===== config.mk =====
export PLATFORM = sky130hd
export DESIGN_NAME = mw_alu_sequencer
export DESIGN_NICKNAME = d
export VERILOG_FILES = /design/src/rtl/mw_alu_sequencer.sv
export SDC_FILE = /design/constraint.sdc
export NUM_CORES = 1
export LEC_CHECK = 0
export BUFFER_PORTS_ARGS = -buffer_cell sky130_fd_sc_hd__buf_4
export CAP_MARGIN = 10
export CORE_UTILIZATION = 40
export DETAILED_ROUTE_END_ITERATION = 12
export PLACE_DENSITY = 0.66
export SLEW_MARGIN = 20
export SYNTH_ARGS = -nofsm -noshare
export SYNTH_HDL_FRONTEND = slang
export SYNTH_SLANG_ARGS = --single-unit

===== constraint.sdc =====
create_clock -name clk -period 4.4 [get_ports clk]
set_input_delay 0.66 -clock clk [delete_from_list [all_inputs] [get_ports clk]]
set_output_delay 0.66 -clock clk [all_outputs]
set_load 0.1 [all_outputs]

===== src/rtl/mw_alu_sequencer.sv =====
// Purpose: feeds a wide operand pair to a 32-bit combinational ALU one word per cycle, LS word first, chaining carry.
// Latency: accept at edge T, WORDS RUN cycles, done pulses in cycle T+WORDS+1, ready again the cycle after.
// Backpressure: start is taken only while ready=1; requests in RUN/DONE are dropped, never queued.
// Ports:
//   clk, reset (sync, active-high)          - clocking
//   start/ready, op_in, cin_in, a_in, b_in  - request side, sampled on accept
//   result_out, cout_out, done              - completion side, held until the next accept
//   alu_a/alu_b/alu_op/alu_cin -> ALU, alu_result/alu_cout <- ALU (combinational loop through the ALU)
module mw_alu_sequencer #(
   parameter int WORDS = 4
) (
   input  logic                  clk,
   input  logic                  reset,
   input  logic                  start,
   output logic                  ready,
   input  logic [2:0]            op_in,
   input  logic                  cin_in,
   input  logic [32*WORDS-1:0]   a_in,
   input  logic [32*WORDS-1:0]   b_in,
   output logic [32*WORDS-1:0]   result_out,
   output logic                  cout_out,
   output logic                  done,
   output logic [31:0]           alu_a,
   output logic [31:0]           alu_b,
   output logic [2:0]            alu_op,
   output logic                  alu_cin,
   input  logic [31:0]           alu_result,
   input  logic                  alu_cout
);

   localparam int IW = $clog2(WORDS);
   localparam logic [IW-1:0] LAST = IW'(WORDS - 1);

   localparam logic [1:0] S_IDLE = 2'd0;
   localparam logic [1:0] S_RUN  = 2'd1;
   localparam logic [1:0] S_DONE = 2'd2;

   logic [1:0]            state;
   logic [32*WORDS-1:0]   a_reg;
   logic [32*WORDS-1:0]   b_reg;
   logic [2:0]            op_reg;
   logic                  carry;
   logic [IW-1:0]         idx;
   logic [32*WORDS-1:0]   res_reg;
   logic                  cout_reg;

   assign ready      = (state == S_IDLE);
   assign done       = (state == S_DONE);
   assign result_out = res_reg;
   assign cout_out   = cout_reg;

   // The ALU sees the word selected by idx; its outputs come straight back
   // this same cycle and are captured on the next edge.
   assign alu_a   = a_reg[32*idx +: 32];
   assign alu_b   = b_reg[32*idx +: 32];
   assign alu_op  = op_reg;
   assign alu_cin = carry;

   always_ff @(posedge clk) begin
      if (reset) begin
         state    <= S_IDLE;
         idx      <= '0;
         carry    <= 1'b0;
         a_reg    <= '0;
         b_reg    <= '0;
         op_reg   <= '0;
         res_reg  <= '0;
         cout_reg <= 1'b0;
      end else begin
         case (state)
            S_IDLE: begin
               // res_reg/cout_reg are deliberately left alone here; they are
               // overwritten word by word while RUN progresses.
               if (start) begin
                  a_reg  <= a_in;
                  b_reg  <= b_in;
                  op_reg <= op_in;
                  carry  <= cin_in;
                  idx    <= '0;
                  state  <= S_RUN;
               end
            end
            S_RUN: begin
               res_reg[32*idx +: 32] <= alu_result;
               carry                 <= alu_cout;
               if (idx == LAST) begin
                  cout_reg <= alu_cout;
                  idx      <= '0;
                  state    <= S_DONE;
               end else begin
                  idx <= idx + 1'b1;
               end
            end
            S_DONE: begin
               state <= S_IDLE;
            end
            default: begin
               state <= S_IDLE;
            end
         endcase
      end
   end

endmodule


# == Word level (Yosys, flattened, before mapping) ==
# Index checks and enable logic that the tools add are counted.
# totals
elab_cells,34
reg_bits,393
output_inout_bits,199
# classes
addsub,2
eq_ne,5
n_reduce_logical,6
shifts,4
n_mux,9
# op_table
operator,n
$shiftx A128 B8 Y32,2
$bwmux W128,1
$shift A32 B34 Y128 const A,1
$shiftx A32 B34 Y128,1
$neg A7 Y34,1
$mux W2,4
$pmux W2 S2,2
$reduce_and A2 Y1,4
$eq A2 B2 Y1 const B,2
$ne A2 B2 Y1 const B,2
$add A2 B1 Y2 const B,1
$eq A2 B1 Y1 const B,1
$logic_not A2 Y1,1
$pmux W1 S2,1
$reduce_bool A2 Y1,1
$mux W1,1

# == Logic depth before layout (Yosys ltp) ==
# logic_depth
word_depth,3
mapped_depth,10

# == Worst setup path after synthesis ==
# No wires, ideal clock.
# synth_path
kind,reg2out
start,register state[1]
end,output done
t_required_ns,3.740
arrival_ns,1.896
path_buffers,1
slack_ns,1.844
path_stages_with_launch,3
path_cell_list,dfxtp_1 buf_2 nor2b_1
# synth_via
elab_chain_len,1
# synth_rtl
item,line_no,text
"start, declared",38,logic [1:0] state;
"start signal, assigned",61,state <= S_IDLE;
"start signal, assigned",80,state <= S_RUN;
"start signal, assigned",89,state <= S_DONE;
$eq A2 B2 Y1,48,assign done = (state == S_DONE);
"end, declared",22,"output logic done,"
# Every way passes these cells.

# == Worst setup path after layout ==
# layout_path
start,register idx[0]
end,output alu_a[22]
# layout_via
elab_chain_len,1
# layout_rtl
item,line_no,text
"start, declared",43,logic [IW-1:0] idx;
"start signal, assigned",91,idx <= idx + 1'b1;
$shiftx A128 B8 Y32,54,assign alu_a = a_reg[32*idx +: 32];
"end, declared",23,"output logic [31:0] alu_a,"
# Every way passes these cells.

==> Flow_metrics.wiki <==
{| class="wikitable"
! Metric !! Value
|-
| Required time reported for the critical path endpoint || approximately 3.7 ns
|-
| Total standard cell area after synthesis || around 15,000 um^2
|-
| Category of the most critical setup path || reg -> out
|-
| Critical Path Most Common Cell || sky130_fd_sc_hd__buf_4
|-
| Port buffer count || about 490
|-
| Upper clock frequency limit || between 0.3 and 0.4 GHz
|-
| Worst-case clock buffer depth || 3
|-
| Crit-path max cell delay || 0.60 ns
|-
| Total grt overflow || 0
|-
| Startpoint kind of the worst setup timing path || register
|-
| Residual DRC count || 0
|-
| Pin count of the biggest net entering global routing || 182
|-
| Via count of the routed design || ~14,000
|-
| Worst slew slack as a fraction of its limit || approximately 29%
|-
| Worst hold slack after final layout || around 0.37 ns
|-
| Share of layout cells above drive strength 1 || 30.7%
|-
| Final instance count without filler cells || 2,600
|-
| Number of placement rows || 70
|-
| Met2 track demand over resource || about two fifths
|-
| Crit-path leading delay family || buffers and inverters
|-
| Root Buffer Master || sky130_fd_sc_hd__clkbuf_16
|-
| Worst clock skew || 0.0189 ns
|-
| Final-stage net count || 2,397
|-
| Initial antenna violation count || 11
|-
| Top cell type's share of synthesized area || a little over half
|-
| Drt via density || about 5.2
|-
| Crit path DAT || about 2.6 ns
|-
| Number of storage elements in the synthesis netlist || ~390
|-
| Clock tree from TritonCTS || yes
|-
| Postcts setup bufs || 0
|-
| Post-synth top area cell || sky130_fd_sc_hd__dfxtp_1
|-
| Routed length per placed instance || about 19 um
|-
| Share of total power in sequential cells || 43.6%
|-
| Number of buffers inserted for hold repair after clock tree synthesis || 0
|-
| Switching part of the total || a little over a quarter
|-
| Core Footprint || roughly 37,000 um^2
|-
| Instance count of the mapped netlist || between 1,500 and 2,000
|-
| Routability Congestion || about 0.84
|-
| Area enclosed by the die boundary || between 30,000 and 40,000 um^2
|-
| Proportion of power drawn by combinational gates || between 10% and 20%
|-
| Final setup TNS || 0 ns
|-
| Sw power || 2410 uW
|-
| Number of global-route vias before repair || ~13,000
|-
| Final wirelength || roughly 49 mm
|-
| Count of cells resized by post-cts repair || 0
|-
| Worst min-delay path class || in -> reg
|-
| Max-slew violation count || 0
|-
| Layout overhead on the synthesized area || 35.2%
|-
| Number of buffers added by the clock tree synthesis step || 42
|-
| Sink Count || between 300 and 400
|-
| Half-perimeter wire length of the detailed placement result || between 30 and 40 mm
|-
| Gr usage total || 24.7%
|-
| Number of failing setup endpoints in the final timing report || 0
|-
| Yosys warns || 0
|-
| Max VDD drop || ~0.28 mV
|-
| Power density cells || about 430 nW/um^2
|-
| Internal cell power || 6340 uW
|-
| Most common cell after layout, fill and taps aside || sky130_fd_sc_hd__nand2_1
|-
| Combined buffer and inverter count along the critical path || 2
|-
| Final standard cell area without fillers || 20,300 um^2
|-
| Die width || 196 um
|-
| I/O Pins || roughly 500
|-
| Crit path max fanout || 30
|-
| Placed inst area || approximately 19,000 um^2
|-
| Ranking of synthesized cells by area || sky130_fd_sc_hd__dfxtp_1 (52%), sky130_fd_sc_hd__nand2_1 (15%), sky130_fd_sc_hd__a21oi_1 (11%)
|-
| Commonest cells after routing, fill and taps aside || sky130_fd_sc_hd__nand2_1 (582), sky130_fd_sc_hd__buf_4 (512), sky130_fd_sc_hd__dfxtp_1 (391), sky130_fd_sc_hd__a21oi_1 (324)
|-
| Outcome || finished, final reports clean
|-
| Gr busiest metal || met2
|-
| Clock period minus worst slack || ~3.2 ns
|-
| Clock-pin transition on the worst setup and hold timing paths || approximately 0.06 ns
|-
| Final hold violation count || 0
|-
| Sort of element at the end of the critical path || primary output
|-
| First-pass GRT wire length || around 75 mm
|-
| Number of iterations in the first detailed-routing pass || 5
|-
| Leakage power of the design || approximately 0.0083 uW
|-
| Pin slew with the least headroom to its limit || roughly 1.1 ns
|-
| Worst path cell trace || buf_4 > mux4_2 > buf_4
|-
| Met3 Resource Use GR || under 10%
|-
| Met1 track demand over resource || ~30%
|-
| Setup repair after global routing missed its margin || false
|-
| Sequential cell area fraction in the yosys report || a little over half
|-
| Maximum Capacitance Violations || 0
|-
| Detail Route Antenna Nets || 0
|-
| Cell total after placement || 2,519
|-
| Synth cell types || 30
|-
| Final period utilization || around three quarters
|-
| Vertical die dimension || roughly 200 um
|-
| Detailed router's first-iteration violation count || roughly 860
|-
| H-tree depth || 2
|-
| Slowest stage cell on the critical path || sky130_fd_sc_hd__dfxtp_4
|-
| Mean post-synth cell area || between 8 and 9 um^2
|-
| Clock Latency Late Sink || 0.54 ns
|-
| Clock network power share || roughly 41%
|-
| Net count after synthesis || between 1,500 and 2,000
|-
| Starting density of the core || about two fifths
|}
-- cells in the mapped netlist (all sizes together) --
library cell    n
nor4            2
dfxtp         393
and3b           2
a22o           64
o21bai          1
nand4           3
mux4           64
a21oi         326
nand2b          2
buf            83
and4bb          1
nor3            2
ha              6
clkbuf         61
nand3b          4
nor2            6
nand3          61
a22oi           2
nand2         582
or3b            2
mux2i           2
inv             3
nor3b           2
nor4b           1
nand4bb         1
nor2b           4
-- layer usage --
metal	wire length, um	part of all wire (%)	up-vias
met5	53	0.11	-
met4	2000	4.1	8
met3	3910	8.0	106
met2	23200	48	519
met1	19500	40	6393
li1	-	-	6543
-- cell type report --
type	count	area, um^2
multi-input combinational	1140	6520
clock buffer	62	1240
antenna	7	17.5
tap	468	586
fill	3429	16500
inverter	3	11.3
sequential	393	7880
clock inverter	12	169
timing repair buffer	515	3900
-- worst paths after layout --
check                       from        endpoint  slack [ns]  depth (start not counted)
setup / recovery          idx[0]       alu_a[22]        1.16                          3
hold / removal    alu_result[21]  result_out[85]        0.37                          2
setup reg to reg          idx[1]  result_out[60]        1.73                          5
hold reg to reg        b_reg[90]       b_reg[90]        0.45                          2
-- stage by stage --
| step | util [%] | power (uW) | setup slack, ns |
|---|---|---|---|
| global placement | 51.4 | 5210 | 1.69 |
| detailed placement | 51.4 | 5230 | 1.64 |
| finish | 55.2 | 8750 | 1.16 |
| global route | 55.2 | 9060 | 0.968 |
| floorplan | - | 4780 | 1.84 |
| CTS | 55.2 | 8830 | 1.07 |
-- power groups by stage --
stage	registers, uW	logic (uW)	clock network (uW)
floorplan	3980	795	0
global placement	3880	1330	0
detailed placement	3890	1340	0
CTS	3810	1340	3680
global route	3830	1420	3810
finish	3810	1340	3600
-- kinds of logic (layout without fill, tap and decap cells) --
kind of cell               Yosys count  count (layout)  synth area share [%]
adders and majority gates            6               6                 0.499
other                                0               7                     0
DFF                                393             393                  52.3
and+or+nand+nor                    675             675                  18.1
AOI/OAI and AO/OA                  393             393                  14.7
buffers and inverters              147             592                  4.55
muxes                               66              66                  9.72
No activity file was read; power rests on OpenSTA's default activity.
